[src/rtl/exposure_timer_pkg.sv]
// exposure_pkg: shared constants for the exposure-time counter.
//   S_IDLE / S_RUN    : FSM state encoding (1 bit)
//   *_DEF             : default parameter values for exposure_timer
package exposure_pkg;
  localparam logic [0:0] S_IDLE = 1'b0;
  localparam logic [0:0] S_RUN  = 1'b1;

  localparam int WIDTH_DEF       = 5;
  localparam int EXP_MIN_DEF     = 2;
  localparam int EXP_MAX_DEF     = 30;
  localparam int EXP_DEFAULT_DEF = 2;
endpackage

[src/rtl/exposure_timer_if.sv]
// exposure_timer_if: Start/Ovf5 handshake, adjust buttons and readout
// between the exposure-control FSM (master) and exposure_timer (slave).
//   Start        : master -> slave, rising edge launches an exposure
//   Exp_increase : master -> slave, rising edge raises the setting
//   Exp_decrease : master -> slave, rising edge lowers the setting
//   Ovf5         : slave -> master, one-cycle pulse when exposure elapsed
//   Busy         : slave -> master, high while a count runs
//   Exp_time     : slave -> master, current exposure setting
//   dbg_state    : slave -> master, FSM state for observation
// Handshake: Start is edge-triggered, not level; a rise is accepted only
// while the timer is idle. Each accepted rise returns exactly one Ovf5
// pulse N cycles later unless Init/Reset aborts the count. There is no
// back-pressure: Busy is informational, rises seen while busy are dropped.
interface exposure_timer_if #(
  parameter int WIDTH = 5
);
  import exposure_pkg::*;

  logic             Start;
  logic             Exp_increase;
  logic             Exp_decrease;
  logic             Ovf5;
  logic             Busy;
  logic [WIDTH-1:0] Exp_time;
  logic [0:0]       dbg_state;

  modport master (
    output Start, Exp_increase, Exp_decrease,
    input  Ovf5, Busy, Exp_time, dbg_state
  );

  modport slave (
    input  Start, Exp_increase, Exp_decrease,
    output Ovf5, Busy, Exp_time, dbg_state
  );
endinterface

[src/rtl/exposure_timer_rise_detect.sv]
// rise_detect: one-register rising-edge detector for a Clk-synchronous input.
//   Clk     : clock
//   Reset   : synchronous active-high reset, clears history
//   Clear   : synchronous clear of history (Init)
//   d_i     : input level
//   rise_o  : d_i & ~previous d_i (combinational from d_i)
module rise_detect (
  input  logic Clk,
  input  logic Reset,
  input  logic Clear,
  input  logic d_i,
  output logic rise_o
);
  logic d_q;

  always_ff @(posedge Clk) begin
    if (Reset || Clear) d_q <= 1'b0;
    else                d_q <= d_i;
  end

  assign rise_o = d_i & ~d_q;
endmodule

[src/rtl/exposure_timer.sv]
// exposure_timer: counts the programmed exposure after a Start rise and
// answers with a single-cycle Ovf5; holds the button-adjusted setting.
//   Clk   : system clock, rising edge
//   Reset : synchronous active-high reset (priority over Init)
//   Init  : synchronous restart: default setting, abort running count
//   bus   : exposure_timer_if slave (Start, buttons, Ovf5, Busy, Exp_time)
module exposure_timer
  import exposure_pkg::*;
#(
  parameter int WIDTH       = WIDTH_DEF,
  parameter int EXP_MIN     = EXP_MIN_DEF,
  parameter int EXP_MAX     = EXP_MAX_DEF,
  parameter int EXP_DEFAULT = EXP_DEFAULT_DEF
) (
  input  logic              Clk,
  input  logic              Reset,
  input  logic              Init,
  exposure_timer_if.slave   bus
);
  if (EXP_MIN < 1 || EXP_MAX >= (1 << WIDTH) || EXP_MIN > EXP_MAX ||
      EXP_DEFAULT < EXP_MIN || EXP_DEFAULT > EXP_MAX) begin : g_param_check
    $error("exposure_timer: illegal EXP_MIN/EXP_MAX/EXP_DEFAULT for WIDTH");
  end

  localparam logic [WIDTH-1:0] MIN_W = WIDTH'(EXP_MIN);
  localparam logic [WIDTH-1:0] MAX_W = WIDTH'(EXP_MAX);
  localparam logic [WIDTH-1:0] DEF_W = WIDTH'(EXP_DEFAULT);
  localparam logic [WIDTH-1:0] ONE_W = WIDTH'(1);

  logic start_rise, inc_rise, dec_rise;

  rise_detect u_rd_start (.Clk(Clk), .Reset(Reset), .Clear(Init),
                          .d_i(bus.Start),        .rise_o(start_rise));
  rise_detect u_rd_inc   (.Clk(Clk), .Reset(Reset), .Clear(Init),
                          .d_i(bus.Exp_increase), .rise_o(inc_rise));
  rise_detect u_rd_dec   (.Clk(Clk), .Reset(Reset), .Clear(Init),
                          .d_i(bus.Exp_decrease), .rise_o(dec_rise));

  logic [0:0]       state_q, state_d;
  logic [WIDTH-1:0] cnt_q,   cnt_d;
  logic [WIDTH-1:0] exp_q,   exp_d;
  logic             ovf_q,   ovf_d;
  logic             busy_q,  busy_d;

  always_comb begin
    state_d = state_q;
    cnt_d   = cnt_q;
    exp_d   = exp_q;
    ovf_d   = 1'b0;
    busy_d  = busy_q;
    case (state_q)
      S_IDLE: begin
        if (start_rise) begin
          // Cnt starts at N-1 and Ovf5 is raised on the edge where it is 0,
          // which puts the pulse exactly N edges after the Start edge.
          state_d = S_RUN;
          cnt_d   = exp_q - ONE_W;
          busy_d  = 1'b1;
        end else if (inc_rise && !dec_rise) begin
          if (exp_q < MAX_W) exp_d = exp_q + ONE_W;
        end else if (dec_rise && !inc_rise) begin
          if (exp_q > MIN_W) exp_d = exp_q - ONE_W;
        end
      end
      S_RUN: begin
        // Start and button rises are intentionally ignored here.
        if (cnt_q != '0) begin
          cnt_d = cnt_q - ONE_W;
        end else begin
          ovf_d   = 1'b1;
          busy_d  = 1'b0;
          state_d = S_IDLE;
        end
      end
      default: state_d = S_IDLE;
    endcase
  end

  always_ff @(posedge Clk) begin
    if (Reset || Init) begin
      state_q <= S_IDLE;
      cnt_q   <= '0;
      exp_q   <= DEF_W;
      ovf_q   <= 1'b0;
      busy_q  <= 1'b0;
    end else begin
      state_q <= state_d;
      cnt_q   <= cnt_d;
      exp_q   <= exp_d;
      ovf_q   <= ovf_d;
      busy_q  <= busy_d;
    end
  end

  assign bus.Ovf5      = ovf_q;
  assign bus.Busy      = busy_q;
  assign bus.Exp_time  = exp_q;
  assign bus.dbg_state = state_q;
endmodule

[src/flat_wrapper.sv]
// flat-port wrapper written by rule: the top's interface ports become plain ports
module exposure_timer_flat import exposure_pkg::*;
#(
  parameter int WIDTH       = WIDTH_DEF,
  parameter int EXP_MIN     = EXP_MIN_DEF,
  parameter int EXP_MAX     = EXP_MAX_DEF,
  parameter int EXP_DEFAULT = EXP_DEFAULT_DEF
)
  (Clk, Reset, Init, bus_Start, bus_Exp_increase, bus_Exp_decrease, bus_Ovf5, bus_Busy, bus_Exp_time, bus_dbg_state);
  exposure_timer_if #(.WIDTH(WIDTH)) bus_i ();
  input  logic Clk;
  input  logic Reset;
  input  logic Init;
  input wire logic [$bits(bus_i.Start)-1:0] bus_Start;
  input wire logic [$bits(bus_i.Exp_increase)-1:0] bus_Exp_increase;
  input wire logic [$bits(bus_i.Exp_decrease)-1:0] bus_Exp_decrease;
  output wire logic [$bits(bus_i.Ovf5)-1:0] bus_Ovf5;
  output wire logic [$bits(bus_i.Busy)-1:0] bus_Busy;
  output wire logic [$bits(bus_i.Exp_time)-1:0] bus_Exp_time;
  output wire logic [$bits(bus_i.dbg_state)-1:0] bus_dbg_state;
  assign bus_i.Start = bus_Start;
  assign bus_i.Exp_increase = bus_Exp_increase;
  assign bus_i.Exp_decrease = bus_Exp_decrease;
  assign bus_Ovf5 = bus_i.Ovf5;
  assign bus_Busy = bus_i.Busy;
  assign bus_Exp_time = bus_i.Exp_time;
  assign bus_dbg_state = bus_i.dbg_state;
  exposure_timer #(.WIDTH(WIDTH), .EXP_MIN(EXP_MIN), .EXP_MAX(EXP_MAX), .EXP_DEFAULT(EXP_DEFAULT)) u_core (.Clk(Clk), .Reset(Reset), .Init(Init), .bus(bus_i));
endmodule
[config.mk]
export PLATFORM = sky130hd
export DESIGN_NAME = exposure_timer_flat
export DESIGN_NICKNAME = d
export VERILOG_FILES = /design/src/rtl/exposure_timer_pkg.sv /design/src/rtl/exposure_timer_if.sv /design/src/rtl/exposure_timer_rise_detect.sv /design/src/rtl/exposure_timer.sv /design/src/flat_wrapper.sv
export SDC_FILE = /design/constraint.sdc
export NUM_CORES = 1
export LEC_CHECK = 0
export ABC_AREA = 1
export CELL_PAD_IN_SITES_DETAIL_PLACEMENT = 2
export CELL_PAD_IN_SITES_GLOBAL_PLACEMENT = 2
export CORE_UTILIZATION = 26
export CTS_CLUSTER_DIAMETER = 150
export DETAILED_ROUTE_END_ITERATION = 12
export GPL_ROUTABILITY_DRIVEN = 0
export HOLD_SLACK_MARGIN = 0.15
export PLACE_DENSITY = 0.81
export REMOVE_ABC_BUFFERS = 1
export SETUP_SLACK_MARGIN = 0.4
export SYNTH_ARGS = -nofsm -noshare
export SYNTH_HDL_FRONTEND = slang
export SYNTH_SLANG_ARGS = --single-unit
[constraint.sdc]
create_clock -name Clk -period 1.65 [get_ports Clk]
set_clock_uncertainty 0.2 [all_clocks]
set_input_delay 0.165 -clock Clk [delete_from_list [all_inputs] [get_ports Clk]]
set_output_delay 0.165 -clock Clk [all_outputs]
set_load 0.02 [all_outputs]
* Word-level counts from Yosys, hierarchy flattened
Index checks and enable logic that the tools add are counted.
** Cells by class
- Reductions and logical operators :: 12
- Bitwise operators :: 8
- Equal/unequal tests :: 4
- $lt $le $gt $ge :: 2
- Add/subtract/negate cells :: 3
- Multiplexer cells :: 14
** Operator list (count)
- $mux W5 :: 6
- $pmux W5 S2 :: 1
- $sub A5 B1 Y5 const B :: 2
- $ne A2 B2 Y1 const B :: 3
- $add A5 B1 Y5 const B :: 1
- $gt A5 B2 Y1 const B :: 1
- $lt A5 B5 Y1 const B :: 1
- $mux W1 :: 5
- $not A1 Y1 :: 5
- $reduce_and A5 Y1 :: 1
- $reduce_bool A5 Y1 :: 1
- $pmux W1 S2 :: 2
- $reduce_and A2 Y1 :: 2
- $reduce_bool A2 Y1 :: 2
- $and A1 B1 Y1 :: 3
- $logic_and A1 B1 Y1 :: 2
- $logic_not A1 Y1 :: 2
- $ne A2 B1 Y1 const B :: 1
- $reduce_or A2 Y1 :: 1
- $logic_or A1 B1 Y1 :: 1
** Storage, ports and cells
- Logic and storage cells :: 51
- Bits in registers :: 16
- Bits of input ports :: 6

* Depth between registers and ports, before layout
Gate-level depths: netlist of the first run.
- Depth after elaboration :: 6
- Depth in mapped cells :: 11

* Hierarchy
From an unflattened synthesis of the first run, not the netlist that was laid out.
** Second synthesis, totals
- Cells, all modules :: 148
- Area, all modules :: 970.9 um^2
** Modules (own cells, without submodules)
- exposure_timer :: area an instance 847.1 um^2, times used 1, cells an instance 130
- rise_detect :: area an instance 41.3 um^2, times used 3, cells an instance 6

* Least setup slack after synthesis of the first run
Ideal clock, no wire load.
- Kind :: reg-to-reg
- Start point :: register u_core.u_rd_dec.d_q
- End point :: register u_core.exp_q[0], in the netlist u_core.bus.Exp_time[0]
- Period minus slack after synthesis :: 1.715 ns
- Arrival :: 1.449 ns
- Cell stages (with the launch flop) :: 11
- Setup slack :: -0.065 ns
- Setup time :: 0.066 ns
- Cells stage by stage :: dfxtp_1 -> or2_2 -> ha_1 -> buf_2 -> nor2_1 -> nand2_2 -> nor2_4 -> inv_2 -> nand2_2 -> nand2_1 -> a21oi_2
** On the way
- Longest elaborated chain between the ends :: 6
** Ends and longest elaborated chain
- start, declared :: line exposure_timer_rise_detect.sv:14 : logic d_q;
- start signal, assigned :: line exposure_timer_rise_detect.sv:18 : else d_q <= d_i;
- $not A1 Y1 (*) :: line exposure_timer_rise_detect.sv:21 : assign rise_o = d_i & ~d_q;
- $and A1 B1 Y1 (*) :: line exposure_timer_rise_detect.sv:21
- $logic_not A1 Y1 :: line exposure_timer.sv:59 : end else if (inc_rise && !dec_rise) begin
- $logic_and A1 B1 Y1 :: line exposure_timer.sv:59
- $ne A2 B2 Y1 (no line) or $reduce_bool A2 Y1 (tied branches)
- $reduce_and A5 Y1 (no line)
- end signal, assigned :: line exposure_timer.sv:89 : exp_q <= exp_d;
- end, declared :: line exposure_timer.sv:41 : logic [WIDTH-1:0] exp_q, exp_d;
Every way passes the cells marked *; elsewhere a longest branch is shown, timed or not.
A chain may end at the register's enable or synchronous reset.

* Worst setup path after layout of the first run
- Start point :: register u_core.u_rd_dec.d_q
- End point :: register u_core.exp_q[2], in the netlist u_core.bus.Exp_time[2]
Same word-level chain as after synthesis.

==> flow_summary.json, run 1 <==
{
  "chipHeight_um": 64.8,
  "rsz0062_at_grt": "true",
  "cts_root_buf": "clkbuf_8",
  "hold_viol_final": 0,
  "die_area_sq_um": 4200,
  "timing.final.crit_share": 1.06,
  "worstSetupEndpointType": "register",
  "grt.overflow.total": 0,
  "avgSynthCellArea_sq_um": 6.74,
  "core_sq_um": 3720,
  "cts_tree": "built",
  "dpl_cell_area_sq_um": 1260,
  "tightestPinTransition_ns": 0.396,
  "ios": 14,
  "grt_max_degree": 12,
  "htreeDepth": 1,
  "final_area_sq_um": 1590,
  "cts_buffer_depth": 2,
  "io_buffer_count": 13,
  "max-slew-margin-rel": 0.733,
  "pre_cts_ws_ns": -0.563,
  "maxCapViolCount": 0,
  "min_path_type": "primary input to register",
  "ys_ff_latch": 16,
  "wl_per_cell_um": 19.3,
  "fp.dieW_um": 64.8,
  "worstSetupPathType": "register to register",
  "slew_viol_final": 0,
  "antenna_found_initial": 0,
  "critPathArrivalTime_ns": 1.74,
  "setup_viol": 5,
  "power.total_mw": 1.05,
  "clk_pin_slew_ns": 0.07,
  "start_util": 0.276,
  "ys_warn_count": 0,
  "cts_sinks": 16,
  "route.vias.total": 1158,
  "status": "complete, but fails checks",
  "drc": 0,
  "detail-route-antenna-nets": 0,
  "p_leak_nw": 0.689,
  "max-vdd-ir-drop_v": 0.000313,
  "violations": "negative setup slack",
  "numCtsBuffers": 3,
  "path_max_fanout": 5,
  "vias_per_cell": 4.99,
  "hpwl_mm": 2.52,
  "track_usage": 0.231,
  "nets": 196,
  "powerDensity_nw_per_um2": 659,
  "r2r_start": "u_core.u_rd_dec.d_q",
  "diodes": 0,
  "synth_cells": 152,
  "syn2layout_area_growth_pct": 55.2,
  "start_kind": "register",
  "synthDistinctLibCells": 23,
  "ys_seq_area_frac": 0.313,
  "first_iter_violations": 50,
  "clk_latency_ns": 0.26,
  "crit_required_ns": 1.65,
  "fillerInstances": 428,
  "fin_crit_ns": 1.75,
  "grt_first_pass_wirelength_mm": 7.05,
  "routed_wl_mm": 4.48,
  "netlist_area_sq_um": 1020,
  "drive_above_1_share": 0.549,
  "setup_slack_ns": -0.0961,
  "dr.pass1.iters": 4,
  "grt_pass1_vias": 1307,
  "max_freq_mhz": 573,
  "num_rows": 22,
  "cp-startpoint": "u_core.u_rd_dec.d_q",
  "hold_start": "bus_Start"
}
sequential cells by signal, summed over array words and instances, names as in the netlist:
signal / cells
u_core.u_rd_dec.d_q: 1
u_core.bus.Ovf5: 1
u_core.cnt_q: 5
u_core.u_rd_start.d_q: 1
u_core.bus.Exp_time: 5
u_core.bus.dbg_state: 1
u_core.u_rd_inc.d_q: 1
u_core.bus.Busy: 1
cells in the mapped netlist:
library cell  instances  share of area
nand3_1              19          0.093
buf_4                 1         0.0073
nor2_4                3          0.033
or2_2                 1         0.0061
inv_6                 1         0.0085
o21ai_0               6          0.029
mux2i_1               1         0.0098
buf_2                 2         0.0098
nor2_2                4          0.024
inv_1                14          0.051
xor2_1                1         0.0085
nand4_1               3          0.018
a21oi_2               2          0.017
dfxtp_1              16           0.31
nand2_1              37           0.14
nand3b_1              1         0.0073
buf_6                 2          0.022
nand2_2               5          0.031
xnor2_1               1         0.0085
nor2_1               17          0.062
inv_2                 4          0.015
ha_1                  5          0.061
a21oi_1               6          0.029
final timing paths:
| path | end | slack [ns] | depth (start not counted) |
|---|---|---|---|
| max | u_core.bus.Exp_time[2] | -0.1 | 9 |
| min | u_core.u_rd_start.d_q | 0.27 | 3 |
| max reg2reg | u_core.bus.Exp_time[2] | -0.1 | 9 |
| min reg2reg | u_core.bus.Busy | 0.31 | 2 |
stage by stage:
step | cells | setup TNS [ns] | utilization | hold WS [ns]
floorplan | 147 | -0.0680 | - | 0.0772
global placement | 220 | -2.22 | 0.340 | 0.271
detailed placement | 220 | -2.70 | 0.340 | 0.297
CTS | 231 | -0.457 | 0.400 | 0.272
global route | 232 | -0.655 | 0.428 | 0.294
finish | 232 | -0.424 | 0.428 | 0.273
cells by family after synthesis:
kind of cell | synth area share
and+or+nand+nor | 0.410
AOI/OAI and AO/OA | 0.0757
muxes | 0.00977
DFF | 0.313
adders and majority gates | 0.0611
xor gates and xnor gates | 0.0171
buffers and inverters | 0.114
power by group:
group	total, mW	internal, mW	switching, mW
combinational	0.270	0.115	0.155
sequential	0.407	0.397	0.00982
clock	0.371	0.212	0.159
total	1.05	0.725	0.323
area by class of cell:
class | instances | area [sq um] | share of cell area
sequential | 16 | 330 | 0.208
clock buffer | 4 | 55.1 | 0.0346
multi-input combinational | 112 | 796 | 0.500
tap | 48 | 60.1 | 0.0378
timing repair buffer | 33 | 263 | 0.165
inverter | 19 | 86.3 | 0.0543
critical path, cell delays in order, from the launching register on:
cell and delay [ns]:
dfxtp_2 0.32, or2_4 0.23, ha_4 0.22, inv_4 0.06, nand2_2 0.06, nor2_4 0.12
nand2_4 0.07, nor2_4 0.19, nand2_2 0.09, a21oi_2 0.12
cell usage in the layout (no fill, tap or decap), types with 3 or more instances in the layout:
master,n
nand2_1,25
buf_4,16
nand2_2,14
nand3_1,13
dfxtp_1,10
nor2_4,9
nor2_1,9
inv_2,8
inv_1,7
nor2_2,6
nand3_2,6
buf_2,6
a21oi_2,5
dfxtp_2,5
clkbuf_8,4
clkdlybuf4s50_1,4
nand2_4,3
nand4_1,3
a21oi_1,3
o21ai_2,3
o21ai_0,3
ha_4,3
buf_6,3
metal layers:
layer / vias up / global-route usage / routed length (um)
met4: 0 / 0.111 / 91
met1: 580 / 0.263 / 1900
li1: 545 / - / -
met3: 9 / 0.0335 / 89
met2: 24 / 0.417 / 2410
met5: - / 0 / 0
repair_timing:
item                       CTS  global route
gates resized for setup     74            38
hold buffers                 1             0
setup endpoints to repair   20            17
hold endpoints to repair     1             0
pin swaps                   20            17
setup buffers                6             1
Power figures use the tool's default switching activity.
==> run 2: changes to the inputs <==
--- a/config.mk
+++ b/config.mk
@@ -8,14 +8,15 @@
 export ABC_AREA = 1
 export CELL_PAD_IN_SITES_DETAIL_PLACEMENT = 2
 export CELL_PAD_IN_SITES_GLOBAL_PLACEMENT = 2
-export CORE_UTILIZATION = 26
+export CORE_UTILIZATION = 25
 export CTS_CLUSTER_DIAMETER = 150
 export DETAILED_ROUTE_END_ITERATION = 12
 export GPL_ROUTABILITY_DRIVEN = 0
 export HOLD_SLACK_MARGIN = 0.15
-export PLACE_DENSITY = 0.81
+export PLACE_DENSITY = 0.8
 export REMOVE_ABC_BUFFERS = 1
 export SETUP_SLACK_MARGIN = 0.4
 export SYNTH_ARGS = -nofsm -noshare
 export SYNTH_HDL_FRONTEND = slang
+export SYNTH_HIERARCHICAL = 1
 export SYNTH_SLANG_ARGS = --single-unit
==> run 2 against run 1 <==
The run still ends with negative setup slack left. Worst setup slack improved by 0.033 ns. Clock power about the same. Sequential share of layout area increased by 0.26 points. Synthesized cell count decreased by 2.6%. Final cell count increased by 2.2%. Highest routed layer unchanged.
==> flow_summary.json, run 2 <==
{
  "track_usage": 0.219,
  "grt_use_met1": 0.245,
  "p_leak_nw": 0.723,
  "violations": "negative setup slack",
  "grt_first_pass_wirelength_mm": 6.64,
  "ys_seq_area_frac": 0.330,
  "r2r_start": "u_core/u_rd_dec/d_q",
  "dr.pass1.iters": 4,
  "routed_wl_mm": 5.01,
  "slowest_stage": "dfxtp_1",
  "met3_usage": 0.0232,
  "io_buffer_count": 13,
  "die_area_sq_um": 4140,
  "cp-startpoint": "u_core/u_rd_dec/d_q",
  "ys_warn_count": 6,
  "min_path_type": "primary input to register",
  "clk_latency_ns": 0.26,
  "p_int_uw": 726,
  "pwr-share-clk": 0.351,
  "status": "complete, but fails checks",
  "final_area_sq_um": 1610,
  "crit_required_ns": 1.64,
  "max-slew-margin-rel": 0.797,
  "antenna_found_initial": 0,
  "fillerInstances": 415,
  "synth.most_common_cell": "nand2_1",
  "hold_viol_final": 0,
  "setup_viol": 6,
  "synth_cells": 148,
  "timing.final.crit_share": 1.04,
  "slew_viol_final": 0,
  "max_stage_delay_ns": 0.30,
  "synthArstFlopShare": 0,
  "swShare": 0.316,
  "ios": 14,
  "core_sq_um": 3690,
  "diodes": 0,
  "synth_xor_area_frac": 0.0361,
  "multi_input_area_sq_um": 734,
  "busiest_layer": "met2",
  "tightestPinTransition_ns": 0.301,
  "cts_tree": "built",
  "grt_pass1_vias": 1266,
  "max-vdd-ir-drop_v": 0.000492,
  "synth_edf_count": 0,
  "grt.overflow.total": 0,
  "first_iter_violations": 44,
  "max_freq_mhz": 584,
  "sequentialPowerShare": 0.384,
  "wl_per_cell_um": 21.1,
  "layout_commonest_cell": "nand2_1",
  "synth_compound_area_frac": 0.0941,
  "vias_per_cell": 4.95,
  "cp_num_buf_inv": 2,
  "regArea_sq_um": 338,
  "synthDominantCellAreaShare": 0.330,
  "ys.flop_type": "dfxtp_1",
  "numCtsBuffers": 3,
  "maxCapViolCount": 0,
  "grt_max_degree": 10,
  "yosysTopAreaCell": "dfxtp_1",
  "p_switching_uw": 335,
  "drive_above_1_share": 0.508,
  "cts_sinks": 16,
  "ys_ff_latch": 16,
  "rsz0062_at_grt": "true",
  "netlist_top_cells_area": "dfxtp_1 33%, nand2_1 15%, inv_1 7.7%",
  "final_cell_mix": "27 x nand2_1, 19 x buf_4, 14 x inv_1",
  "synth_fa_ha_area_frac": 0.0515,
  "htreeDepth": 1,
  "grt.met2_usage": 0.411,
  "fin_crit_ns": 1.71,
  "hpwl_mm": 2.37,
  "worstSetupEndpointType": "register",
  "cts_buffer_depth": 2,
  "muxShareOfSynthArea": 0,
  "dpl_cell_area_sq_um": 1220,
  "chipHeight_um": 64.3,
  "synth-simple-area-share": 0.385,
  "critPathArrivalTime_ns": 1.70,
  "powerDensity_nw_per_um2": 661,
  "detail-route-antenna-nets": 0,
  "start_kind": "register",
  "setup_slack_ns": -0.0631,
  "syn2layout_area_growth_pct": 65.5,
  "nets": 200,
  "num_rows": 22,
  "p_comb_frac": 0.265,
  "fp.dieW_um": 64.3,
  "drc": 0,
  "synth_top_family_by_area": "simple AND/OR/NAND/NOR gates",
  "finalSetupTns_ns": -0.158,
  "yosys-top-cells-count": "38 x nand2_1, 20 x inv_1, 19 x nor2_1, 16 x dfxtp_1, 13 x nand3_1",
  "clk_pin_slew_ns": 0.07,
  "cts_root_buf": "clkbuf_8",
  "netlist_area_sq_um": 971,
  "path_max_fanout": 5,
  "avgSynthCellArea_sq_um": 6.56,
  "hold_start": "bus_Start",
  "synthDistinctLibCells": 21,
  "fin_util": 0.436,
  "path_cells": "nor2_1 > inv_1 > ha_4 > nor2_4 > nand2_4 > nor2_4 > buf_6 > nand2_4 > a21oi_2",
  "crit_family": "simple AND/OR/NAND/NOR gates",
  "route.vias.total": 1172,
  "worstSetupPathType": "register to register",
  "start_util": 0.263,
  "pre_cts_ws_ns": -0.381
}
-- run 2: cell count changes in the layout (fill, tap and decap cells not counted), moves of 3 or more --
cell	change
nand2_2	-4
inv_1	+7
nor2_2	+3
buf_4	+3
inv_2	-3
nand3_2	-5
nor2_4	-3
-- run 2: path summary, 6_finish.rpt --
check / cells after the start / to / slack, ns
min: 3 / u_core/u_rd_start/d_q / 0.30
max reg2reg: 9 / u_core/bus.Exp_time[4] / -0.06
max: 9 / u_core/bus.Exp_time[4] / -0.06
min reg2reg: 2 / u_core/bus.Busy / 0.30
-- run 2: worst reg2reg max path, delay by kind of cell (launching register included) --
family / cells / cell delay (ns)
compound gates: 1 / 0.14
fa+ha+maj: 1 / 0.22
buf+inv: 2 / 0.23
flops: 1 / 0.30
simple gates: 5 / 0.56
-- run 2: cell type report --
type | count | area share
clock buffers | 4 | 0.0343
inverters | 23 | 0.0678
multi-input cells | 108 | 0.457
flip-flops and latches | 16 | 0.210
well taps | 48 | 0.0374
repair buffers | 38 | 0.193
-- run 2: cell families (layout without fill, tap and decap cells) --
family | Yosys count | count (layout)
adder cells (fa/ha/maj) | 4 | 4
AO/OA/AOI/OAI | 17 | 17
buffers and inverters | 24 | 65
flip-flops | 16 | 16
AND/OR/NAND/NOR | 83 | 83
XOR/XNOR | 4 | 4
-- run 2: power groups by stage --
| stage | combinational (mW) | sequential [mW] | clock [mW] |
|---|---|---|---|
| detailed placement | 0.172 | 0.417 | 0 |
| global route | 0.298 | 0.408 | 0.395 |
| CTS | 0.215 | 0.408 | 0.384 |
| global placement | 0.164 | 0.416 | 0 |
| floorplan | 0.0990 | 0.422 | 0 |
| finish | 0.281 | 0.407 | 0.373 |
-- run 2: metrics by stage --
step	cells	hold slack [ns]	total power, mW
finish	237	0.295	1.06
CTS	231	0.0884	1.01
floorplan	147	0.0319	0.521
global placement	217	0.269	0.580
global route	237	0.290	1.10
detailed placement	217	0.275	0.589
-- run 2: timing repair --
action,4_1_cts,5_1_grt
gates resized for setup,63,41
hold buffers,1,1
endpoints found under the setup margin,21,16
pin swaps,18,18
buffers inserted,9,5
endpoints found under the hold margin,2,1
-- run 2: per-layer routing --
metal,up-vias,wire length (um),part of all wire
met3,21,134,0.027
met4,0,254,0.051
met5,-,0,0
met2,31,2660,0.53
li1,540,-,-
met1,580,1960,0.39
